**src/rtl/shru_store_unit_if.sv**
```systemverilog
// Data-cache store port of the shadow-register store unit.
// The unit drives requests through the master modport; the cache answers through the slave modport.
interface shru_store_unit_if #(
  parameter int unsigned XLEN = 64,
  parameter int unsigned VLEN = 64
);

  logic              dc_req;
  logic              dc_gnt;
  logic [VLEN-1:0]   dc_addr;
  logic [XLEN-1:0]   dc_wdata;
  logic [XLEN/8-1:0] dc_be;
  logic              dc_we;

  modport master (
    output dc_req,
    output dc_addr,
    output dc_wdata,
    output dc_be,
    output dc_we,
    input  dc_gnt
  );

  modport slave (
    input  dc_req,
    input  dc_addr,
    input  dc_wdata,
    input  dc_be,
    input  dc_we,
    output dc_gnt
  );

endinterface

```
**src/rtl/shru_store_unit.sv**
```systemverilog
// Shadow-register store unit: latches a save frame (data, mask, level, base address)
// and streams the masked words to the data cache, lowest index first.
// Optional feature macro: SHRU_FLUSH_ABORT_EN -- when defined, flush_i during the
// store phase drops the remaining words and pulses aborted_o instead of store_valid_o.
module shru_store_unit #(
  parameter int unsigned XLEN     = 64,
  parameter int unsigned VLEN     = 64,
  parameter int unsigned NR_WORDS = 8
) (
  input  logic                     clk_i,
  input  logic                     rst_ni,
  input  logic                     flush_i,
  input  logic                     save_valid_i,
  output logic                     save_ready_o,
  input  logic [VLEN-1:0]          base_addr_i,
  input  logic [NR_WORDS*XLEN-1:0] save_data_i,
  input  logic [NR_WORDS-1:0]      save_mask_i,
  input  logic [4:0]               save_level_i,
  output logic [4:0]               save_level_o,
  output logic                     store_valid_o,
  output logic                     aborted_o,
  input  logic [11:0]              page_offset_i,
  output logic                     page_offset_match_o,
  shru_store_unit_if.master        dc
);

  localparam int unsigned STRIDE   = XLEN / 8;
  localparam int unsigned IDX_W    = (NR_WORDS > 1) ? $clog2(NR_WORDS) : 1;
  localparam logic [11:0] OFF_MASK = ~12'(STRIDE - 1);

  typedef enum logic [1:0] {
    ST_IDLE,
    ST_STORE,
    ST_DONE
  } state_e;

  state_e                     r_state;
  logic [NR_WORDS-1:0]        r_pend;
  logic [NR_WORDS*XLEN-1:0]   r_data;
  logic [VLEN-1:0]            r_base;
  logic [4:0]                 r_level;
  logic [IDX_W-1:0]           r_idx;
  logic [VLEN-1:0]            r_addr;
  logic [XLEN-1:0]            r_wdata;

  logic                       w_idle;
  logic                       w_ready;
  logic [VLEN-1:0]            w_base_al;
  logic [NR_WORDS-1:0]        w_rest;
  logic [NR_WORDS-1:0]        w_sel_vec;
  logic [VLEN-1:0]            w_src_base;
  logic [NR_WORDS*XLEN-1:0]   w_src_data;
  logic [IDX_W-1:0]           w_nidx;
  logic [VLEN-1:0]            w_naddr;
  logic [XLEN-1:0]            w_nwdata;
  logic [11:0]                w_woff;
  logic                       w_match;

  assign w_idle       = (r_state == ST_IDLE);
  assign w_ready      = w_idle & ~flush_i;
  assign save_ready_o = w_ready;

  // Save frames are word aligned; the low address bits are dropped at accept.
  assign w_base_al = base_addr_i & ~VLEN'(STRIDE - 1);

  // Pending words left once the currently presented word is granted.
  assign w_rest = r_pend & ~(NR_WORDS'(1) << r_idx);

  // In IDLE the next word comes from the incoming request, otherwise from the latched frame.
  assign w_sel_vec  = w_idle ? save_mask_i : w_rest;
  assign w_src_base = w_idle ? w_base_al   : r_base;
  assign w_src_data = w_idle ? save_data_i : r_data;

  // Lowest set bit of the candidate vector selects the next word to present.
  always_comb begin
    w_nidx = '0;
    for (int i = int'(NR_WORDS) - 1; i >= 0; i--) begin
      if (w_sel_vec[i]) w_nidx = IDX_W'(i);
    end
  end

  assign w_naddr  = w_src_base + VLEN'(w_nidx) * VLEN'(STRIDE);
  assign w_nwdata = w_src_data[int'(w_nidx)*XLEN +: XLEN];

  // A load hits a pending store when their word offsets within the page agree.
  always_comb begin
    w_match = 1'b0;
    w_woff  = '0;
    for (int i = 0; i < int'(NR_WORDS); i++) begin
      w_woff = r_base[11:0] + 12'(i) * 12'(STRIDE);
      if ((r_state == ST_STORE) && r_pend[i] &&
          (((w_woff ^ page_offset_i) & OFF_MASK) == 12'd0)) begin
        w_match = 1'b1;
      end
    end
  end

  assign page_offset_match_o = w_match;

  assign dc.dc_req   = (r_state == ST_STORE);
  assign dc.dc_we    = (r_state == ST_STORE);
  assign dc.dc_be    = '1;
  assign dc.dc_addr  = r_addr;
  assign dc.dc_wdata = r_wdata;

  assign store_valid_o = (r_state == ST_DONE);
  assign save_level_o  = r_level;

`ifdef SHRU_FLUSH_ABORT_EN
  logic r_aborted;
  assign aborted_o = r_aborted;
`else
  assign aborted_o = 1'b0;
`endif

  // Save FSM: accept a frame, stream its words on grants, then report completion.
  always_ff @(posedge clk_i) begin
    if (!rst_ni) begin
      r_state   <= ST_IDLE;
      r_pend    <= '0;
      r_data    <= '0;
      r_base    <= '0;
      r_level   <= '0;
      r_idx     <= '0;
      r_addr    <= '0;
      r_wdata   <= '0;
`ifdef SHRU_FLUSH_ABORT_EN
      r_aborted <= 1'b0;
`endif
    end else begin
`ifdef SHRU_FLUSH_ABORT_EN
      r_aborted <= 1'b0;
`endif
      case (r_state)
        ST_IDLE: begin
          if (save_valid_i && w_ready) begin
            r_base  <= w_base_al;
            r_data  <= save_data_i;
            r_level <= save_level_i;
            r_pend  <= save_mask_i;
            if (|save_mask_i) begin
              r_state <= ST_STORE;
              r_idx   <= w_nidx;
              r_addr  <= w_naddr;
              r_wdata <= w_nwdata;
            end else begin
              r_state <= ST_DONE;
            end
          end
        end
        ST_STORE: begin
          if (dc.dc_gnt) begin
            r_pend <= w_rest;
            if (~|w_rest) begin
              r_state <= ST_DONE;
            end else begin
              r_idx   <= w_nidx;
              r_addr  <= w_naddr;
              r_wdata <= w_nwdata;
            end
          end
`ifdef SHRU_FLUSH_ABORT_EN
          // A grant in the flush cycle still lands; everything after it is dropped.
          if (flush_i) begin
            r_pend    <= '0;
            r_state   <= ST_IDLE;
            r_aborted <= 1'b1;
          end
`endif
        end
        ST_DONE: begin
          r_state <= ST_IDLE;
        end
        default: begin
          r_state <= ST_IDLE;
        end
      endcase
    end
  end

endmodule
```
**src/flat_wrapper.sv**
```systemverilog
// flat-port wrapper written by rule: the top's interface ports become plain ports
module shru_store_unit_flat 
#(
  parameter int unsigned XLEN     = 64,
  parameter int unsigned VLEN     = 64,
  parameter int unsigned NR_WORDS = 8
)
  (clk_i, rst_ni, flush_i, save_valid_i, save_ready_o, base_addr_i, save_data_i, save_mask_i, save_level_i, save_level_o, store_valid_o, aborted_o, page_offset_i, page_offset_match_o, dc_dc_req, dc_dc_addr, dc_dc_wdata, dc_dc_be, dc_dc_we, dc_dc_gnt);
  shru_store_unit_if #(.XLEN(XLEN), .VLEN(VLEN)) dc_i ();
  input  logic clk_i;
  input  logic rst_ni;
  input  logic flush_i;
  input  logic save_valid_i;
  output logic save_ready_o;
  input  logic [VLEN-1:0] base_addr_i;
  input  logic [NR_WORDS*XLEN-1:0] save_data_i;
  input  logic [NR_WORDS-1:0] save_mask_i;
  input  logic [4:0] save_level_i;
  output logic [4:0] save_level_o;
  output logic store_valid_o;
  output logic aborted_o;
  input  logic [11:0] page_offset_i;
  output logic page_offset_match_o;
  output wire logic [$bits(dc_i.dc_req)-1:0] dc_dc_req;
  output wire logic [$bits(dc_i.dc_addr)-1:0] dc_dc_addr;
  output wire logic [$bits(dc_i.dc_wdata)-1:0] dc_dc_wdata;
  output wire logic [$bits(dc_i.dc_be)-1:0] dc_dc_be;
  output wire logic [$bits(dc_i.dc_we)-1:0] dc_dc_we;
  input wire logic [$bits(dc_i.dc_gnt)-1:0] dc_dc_gnt;
  assign dc_dc_req = dc_i.dc_req;
  assign dc_dc_addr = dc_i.dc_addr;
  assign dc_dc_wdata = dc_i.dc_wdata;
  assign dc_dc_be = dc_i.dc_be;
  assign dc_dc_we = dc_i.dc_we;
  assign dc_i.dc_gnt = dc_dc_gnt;
  shru_store_unit #(.XLEN(XLEN), .VLEN(VLEN), .NR_WORDS(NR_WORDS)) u_core (.clk_i(clk_i), .rst_ni(rst_ni), .flush_i(flush_i), .save_valid_i(save_valid_i), .save_ready_o(save_ready_o), .base_addr_i(base_addr_i), .save_data_i(save_data_i), .save_mask_i(save_mask_i), .save_level_i(save_level_i), .save_level_o(save_level_o), .store_valid_o(store_valid_o), .aborted_o(aborted_o), .page_offset_i(page_offset_i), .page_offset_match_o(page_offset_match_o), .dc(dc_i));
endmodule
```
**config.mk**
```make
export PLATFORM = sky130hd
export DESIGN_NAME = shru_store_unit_flat
export DESIGN_NICKNAME = d
export VERILOG_FILES = /design/src/rtl/shru_store_unit_if.sv /design/src/rtl/shru_store_unit.sv /design/src/flat_wrapper.sv
export SDC_FILE = /design/constraint.sdc
export NUM_CORES = 2
export LEC_CHECK = 0
export ABC_AREA = 1
export CAP_MARGIN = 5
export CORE_ASPECT_RATIO = 0.9
export CORE_UTILIZATION = 35
export CTS_BUF_LIST = sky130_fd_sc_hd__clkbuf_8
export DETAILED_ROUTE_END_ITERATION = 6
export DONT_BUFFER_PORTS = 1
export GPL_ROUTABILITY_DRIVEN = 0
export PLACE_DENSITY = 0.45
export SYNTH_ARGS = -nofsm -noshare
export SYNTH_HDL_FRONTEND = slang
export SYNTH_SLANG_ARGS = --single-unit
```
**constraint.sdc**
```tcl
create_clock -name clk_i -period 4.2 [get_ports clk_i]
set_clock_uncertainty 0.15 [all_clocks]
set_input_delay 0.42 -clock clk_i [delete_from_list [all_inputs] [get_ports clk_i]]
set_output_delay 0.42 -clock clk_i [all_outputs]
set_load 0.01 [all_outputs]
```
# Word level (Yosys, flattened, before mapping)

Index checks and enable logic that the tools add are counted.

Eq/ne operators: 7
Muxes and demuxes: 42
Reductions and logical operators: 33
Shift operators: 2
Bitwise gates (word level): 12
$add $sub $neg: 8

Operator list:

| kind                    | number |
|---|---|
| $mux W64                | 9 |
| $mux W512               | 1 |
| $shiftx A512 B10 Y64    | 1 |
| $pmux W64 S2            | 2 |
| $logic_not A12 Y1       | 8 |
| $xor A12 B12 Y12        | 8 |
| $add A64 B6 Y64         | 1 |
| $add A12 B6 Y12 const B | 4 |
| $mux W3                 | 12 |
| $add A12 B5 Y12 const B | 2 |
| $mux W8                 | 3 |
| $logic_and A1 B1 Y1     | 17 |
| $pmux W8 S2             | 1 |
| $reduce_or A8 Y1        | 2 |
| $add A12 B4 Y12 const B | 1 |
| $and A8 B8 Y8           | 1 |
| $mux W1                 | 8 |
| $mux W2                 | 4 |
| $not A8 Y8              | 1 |
| $shl A1 B3 Y8 const A   | 1 |
| $ne A2 B2 Y1 const B    | 3 |
| $pmux W3 S2             | 1 |
| $reduce_and A3 Y1       | 2 |
| $reduce_and A5 Y1       | 1 |
| 9 further kinds         | 10 |

Register bits after elaboration: 719
Bits of input ports: 606
Word-level logic and storage cells: 112

# Depth between registers and ports, before layout

Word-level depth: 16
Depth in mapped cells: 30
Depth with buffers taken out: 28

# Worst setup path after synthesis

Ideal clock, no wire load.

Path type: flip-flop to flip-flop
From: reg u_core.r_state[1]
To: reg u_core.r_addr[62] (netlist: u_core.dc.dc_addr[62])
Cell stages (with the launch flop): 23
Arrival time: 3.246 ns
Period minus slack after synthesis: 3.504 ns
Path slack: 0.696 ns
Cell sequence: dfxtp_1 -> nor2_4 -> buf_6 -> buf_6 -> buf_6 -> buf_4 -> buf_4 -> clkbuf_1 -> o21ai_0 -> ha_1 -> nand3_1 -> nand2_1 -> nand3_1 -> nor2_4 -> nand2_2 -> nor2_4 -> nand3_2 -> nor2_4 -> nand2_2 -> o21bai_1 -> nand3_1 -> nand2_1 -> inv_1

Cells in the longest elaborated chain, start to end: 14

RTL lines:

| element                            | line                                           | text |
|---|---|---|
| from (decl)                        | shru_store_unit.sv:37                          | `state_e r_state;` |
| from (signal assigned)             | shru_store_unit.sv:119                         | `r_state <= ST_IDLE;` |
| from (signal assigned)             | shru_store_unit.sv:142                         | `r_state <= ST_STORE;` |
| from (signal assigned)             | shru_store_unit.sv:147                         | `r_state <= ST_DONE;` |
| $logic_not A2 Y1                   | shru_store_unit.sv:59, shru_store_unit.sv:134  |  |
| $mux W8                            | shru_store_unit.sv:70                          | `assign w_sel_vec = w_idle ? save_mask_i : w_rest;` |
| $mux W3 (8 in a row)               | shru_store_unit.sv:78                          | `if (w_sel_vec[i]) w_nidx = IDX_W'(i);` |
| $add A64 B6 Y64                    | shru_store_unit.sv:82                          | `assign w_naddr = w_src_base + VLEN'(w_nidx) * VLEN'(STRIDE);` |
| $mux W64, on equally long branches | shru_store_unit.sv:154, shru_store_unit.sv:141 |  |
| $mux W64, on equally long branches | shru_store_unit.sv:152, shru_store_unit.sv:136 |  |
| $pmux W64 S2                       | shru_store_unit.sv:134                         | `case (r_state)` |
| to (signal assigned)               | shru_store_unit.sv:144                         | `r_addr <= w_naddr;` |
| to (signal assigned)               | shru_store_unit.sv:158                         | `r_addr <= w_naddr;` |
| to (decl)                          | shru_store_unit.sv:43                          | `logic [VLEN-1:0] r_addr;` |

Several ways; a longest one is shown, not always the timed one. The select of a mux whose other input is x is not followed.
A chain may end at the register's enable or synchronous reset.

# Worst setup path in the final report

From: reg u_core.r_idx[2]
To: reg u_core.r_wdata[62] (netlist: u_core.dc.dc_wdata[62])

Cells in the longest elaborated chain, start to end: 16

RTL lines:

| element                            | line                                           | text |
|---|---|---|
| from (decl)                        | shru_store_unit.sv:42                          | `logic [IDX_W-1:0] r_idx;` |
| from (signal assigned)             | shru_store_unit.sv:143                         | `r_idx <= w_nidx;` |
| from (signal assigned)             | shru_store_unit.sv:157                         | `r_idx <= w_nidx;` |
| $shl A1 B3 Y8 *                    | shru_store_unit.sv:67                          | `assign w_rest = r_pend & ~(NR_WORDS'(1) << r_idx);` |
| $not A8 Y8 *                       | shru_store_unit.sv:67                          |  |
| $and A8 B8 Y8 *                    | shru_store_unit.sv:67                          |  |
| $mux W8                            | shru_store_unit.sv:70                          |  |
| $mux W3 (8 in a row)               | shru_store_unit.sv:78                          |  |
| $shiftx A512 B10 Y64               | shru_store_unit.sv:83                          | `assign w_nwdata = w_src_data[int'(w_nidx)*XLEN +: XLEN];` |
| $mux W64, on equally long branches | shru_store_unit.sv:154, shru_store_unit.sv:141 |  |
| $mux W64, on equally long branches | shru_store_unit.sv:152, shru_store_unit.sv:136 |  |
| $pmux W64 S2                       | shru_store_unit.sv:134                         |  |
| to (signal assigned)               | shru_store_unit.sv:145                         | `r_wdata <= w_nwdata;` |
| to (signal assigned)               | shru_store_unit.sv:159                         | `r_wdata <= w_nwdata;` |
| to (decl)                          | shru_store_unit.sv:44                          | `logic [XLEN-1:0] r_wdata;` |

Every way passes the cells marked *; elsewhere a longest branch is shown, timed or not. The select of a mux whose other input is x is not followed.

==> results.sh <==
export IMPL_outcome="complete, no violations"
export IMPL_viasPerCell=5.39
export IMPL_grt_use_met2_pct=44.9
export IMPL_rr_startpoint="u_core.r_idx[2]$_SDFFE_PN0P_"
export IMPL_synth_edff_count=0
export IMPL_fmax_mhz=253
export IMPL_dp_hpwl_um=111000
export IMPL_worstSetupPathType="register to register"
export IMPL_dp_cells=7074
export IMPL_hold_end="u_core.dc.dc_wdata[8]$_SDFFE_PN0P_"
export IMPL_cts_root_buffer_cell="clkbuf_8"
export IMPL_hold_viol_final=0
export IMPL_min_from="save_data_i[456]"
export IMPL_worstHoldPathCells=8
export IMPL_grt_max_degree=315
export IMPL_core_area_um2=113000
export IMPL_synth_async_reset_ratio_pct=0
export IMPL_grt_pass1_vias=41400
export IMPL_pin_count=753
export IMPL_syn_inst=6008
export IMPL_die_h_um=323
export IMPL_drt_pass1_iter_count=6
export IMPL_r2r_end="u_core.dc.dc_wdata[62]$_SDFFE_PN0P_"
export IMPL_finalCritPeriodShare_pct=94.3
export IMPL_grtUsageTotal_pct=30.6
export IMPL_initial_utilization_pct=35.3
export IMPL_max_slew_margin_rel_pct=7.49
export IMPL_tns_ps=0
export IMPL_grt_overflow=0
export IMPL_layout_drive_gt1_share_pct=5.13
export IMPL_htreeDepth=4
export IMPL_layout_setup_ws_ps=240
export IMPL_grt_use_met1_pct=43.8
export IMPL_r2r_cells=12
export IMPL_rows=117
export IMPL_clk_latency_ps=900
export IMPL_maxCapViolCount=0
export IMPL_cts_sinks=716
export IMPL_tritoncts="yes"
export IMPL_end_kind="register"
export IMPL_cts_path_max_buffers=3
export IMPL_hold_class="primary input to register"
export IMPL_met3_usage_pct=7.23
export IMPL_drc=0
export IMPL_path_clk_slew_ps=70
export IMPL_ant_nets=0
export IMPL_numCtsBuffers=141
export IMPL_yosys_top_cells_area="dfxtp_1 (36%), nand3_1 (12%), nand2_1 (12%), o21ai_0 (8.1%), a21oi_1 (7.7%)"
export IMPL_worstSetupStartpointType="register"
export IMPL_power_leakage_uw=0.0232
export IMPL_critical_path_required_ps=4890
export IMPL_port_buffers=0
export IMPL_powerDensity_nw_per_um2=415
export IMPL_dp_slack_ps=264
export IMPL_area_growth_pct=36.0
export IMPL_die_area_um2=116000
export IMPL_worstSetupStartpoint="u_core.r_idx[2]$_SDFFE_PN0P_"
export IMPL_die_x_um=358
export IMPL_slew_violations=0
export IMPL_reg2reg_slack_ps=240
export IMPL_synth_top_area_share_pct=35.8
export IMPL_yosysWarningCount=0
export IMPL_synth_top_area_cell="dfxtp_1"
export IMPL_drtIter0Drc=5103
export IMPL_worstPathMaxFanout=142
export IMPL_wire_per_inst_um=22.3
export IMPL_yosysSeqAreaShare_pct=35.8
export IMPL_grt_pass1_wl_um=268000
export IMPL_final_period_minus_worst_setup_slack_ps=3960
export IMPL_antenna_found_initial=40
export IMPL_synthFlopType="dfxtp_1"
export IMPL_nets=7440
export IMPL_synth_area_um2=40000
export IMPL_cp_arrival_ps=4650
export IMPL_syn_avg_cell_area_um2=6.66
export IMPL_worstMarginPinSlew_ps=1390
export IMPL_setup_viol=0
export IMPL_wl_um=189000
export IMPL_vias=45600
export IMPL_ys_ff_latch=716
export IMPL_busiest_layer="met2"
export IMPL_ys_types=53
export IMPL_rsz0062_at_grt="no"
export IMPL_peakVddDrop_v=0.000306
export IMPL_finalNonFillerCells=8450
[flip-flops by register name, summed over array words and instances, names as in the netlist]
signal and count:
u_core.r_data 512, u_core.dc.dc_wdata 64, u_core.dc.dc_addr 61, u_core.r_base 61
u_core.r_pend 8, u_core.save_level_o 5, u_core.r_idx 3, u_core.r_state 2
[how the worst max path moves through the flow]
stage / end / cells past startpoint
2_1_floorplan: u_core.dc.dc_addr[62]$_SDFFE_PN0P_ / 22
3_3_place_gp: u_core.dc.dc_wdata[14]$_SDFFE_PN0P_ / 17
3_5_place_dp: u_core.dc.dc_wdata[14]$_SDFFE_PN0P_ / 13
4_1_cts: u_core.dc.dc_wdata[57]$_SDFFE_PN0P_ / 19
5_1_grt: u_core.dc.dc_wdata[62]$_SDFFE_PN0P_ / 12
6_report: u_core.dc.dc_wdata[62]$_SDFFE_PN0P_ / 12
[routing by layer]
metal	vias up	routed length, um
met5	-	144
met4	26	5000
met3	299	17300
met2	1892	80600
met1	21700	85600
li1	21600	-
[cell families (layout without fill, tap and decap cells)]
logic type | count (synthesis) | after routing | share of synthesized area, %
buffers and inverters | 1047 | 1948 | 10.9
AND/OR/NAND/NOR | 2564 | 2564 | 28.0
AO/OA/AOI/OAI | 1367 | 1367 | 17.6
flip-flops | 716 | 716 | 35.8
other | 2 | 56 | 0.0188
adder cells (fa/ha/maj) | 13 | 13 | 0.425
multiplexers | 239 | 239 | 5.98
XOR/XNOR | 60 | 60 | 1.31
[synth_stat cells, types with 17 or more instances]
library cell / number
nand2_1: 1301
nand3_1: 992
dfxtp_1: 716
o21ai_0: 646
a21oi_1: 614
inv_1: 529
clkbuf_1: 311
mux2i_1: 239
nor2_1: 174
buf_2: 118
buf_4: 51
o21ai_1: 43
xor2_1: 43
nand4_1: 22
o211ai_1: 22
nor3_1: 19
xnor2_1: 17
[metrics by stage]
step / utilization [%] / area, um2 / hold slack [ps] / power [uW]
after floorplan: - / 40000 / 275 / 12100
after CTS: 47.8 / 54100 / 1.05 / 22500
final: 48.1 / 54400 / 55.9 / 22600
after global routing: 48.0 / 54400 / 47.3 / 23700
after detailed placement: 35.7 / 40400 / 286 / 14000
after global placement: 35.7 / 40400 / 282 / 14000
[critical path, cell delays in order (launching register included)]
cell and delay (ps):
dfxtp_1 370, o31ai_1 450, nand2_1 170, o21ai_4 160
buf_12 520, buf_16 520, nand3_1 190, nand3_1 160
nand3_1 240, nand3_1 170, nand2_1 50, dlygate4sd3_1 550
inv_1 50
[placed cells by master, fill, tap and decap left out, drive strengths merged, types with 2 or more instances in the layout]
cell type,count
clkinvlp,5
nand3,993
nor3,27
nor2,191
nor4b,2
a21oi,615
a2111oi,3
ha,12
clkinv,9
or2,14
diode,44
nor4,7
nand4,23
o21ai,700
dfxtp,716
o22ai,3
xnor2,17
dlygate4sd3,1079
mux2i,239
a31o,2
o211ai,22
xor2,43
inv,586
conb,12
o31ai,3
clkbuf,187
buf,81
nand2,1305
a211oi,12
[area by class of cell]
cell class | count | area (um2)
fill | 11700 | 58800
clock buffer | 183 | 2520
timing repair buffer | 1164 | 11800
tap | 1487 | 1860
antenna | 44 | 110
clock inverter | 58 | 310
multi-input combinational | 4255 | 21400
sequential | 716 | 14300
inverter | 543 | 2050
[what timing repair did]
item | 4_1_cts | 5_1_grt
setup buffers | 0 | 5
hold endpoints to repair | 713 | 0
hold buffers | 1081 | 0
setup endpoints to repair | 0 | 56
gates resized for setup | 0 | 10
[power breakdown]
group	internal, uW	switching [uW]
logic	2520	4710
clock network	3950	3410
registers	7430	544
total	13900	8660
No activity file was read; power rests on OpenSTA's default activity.
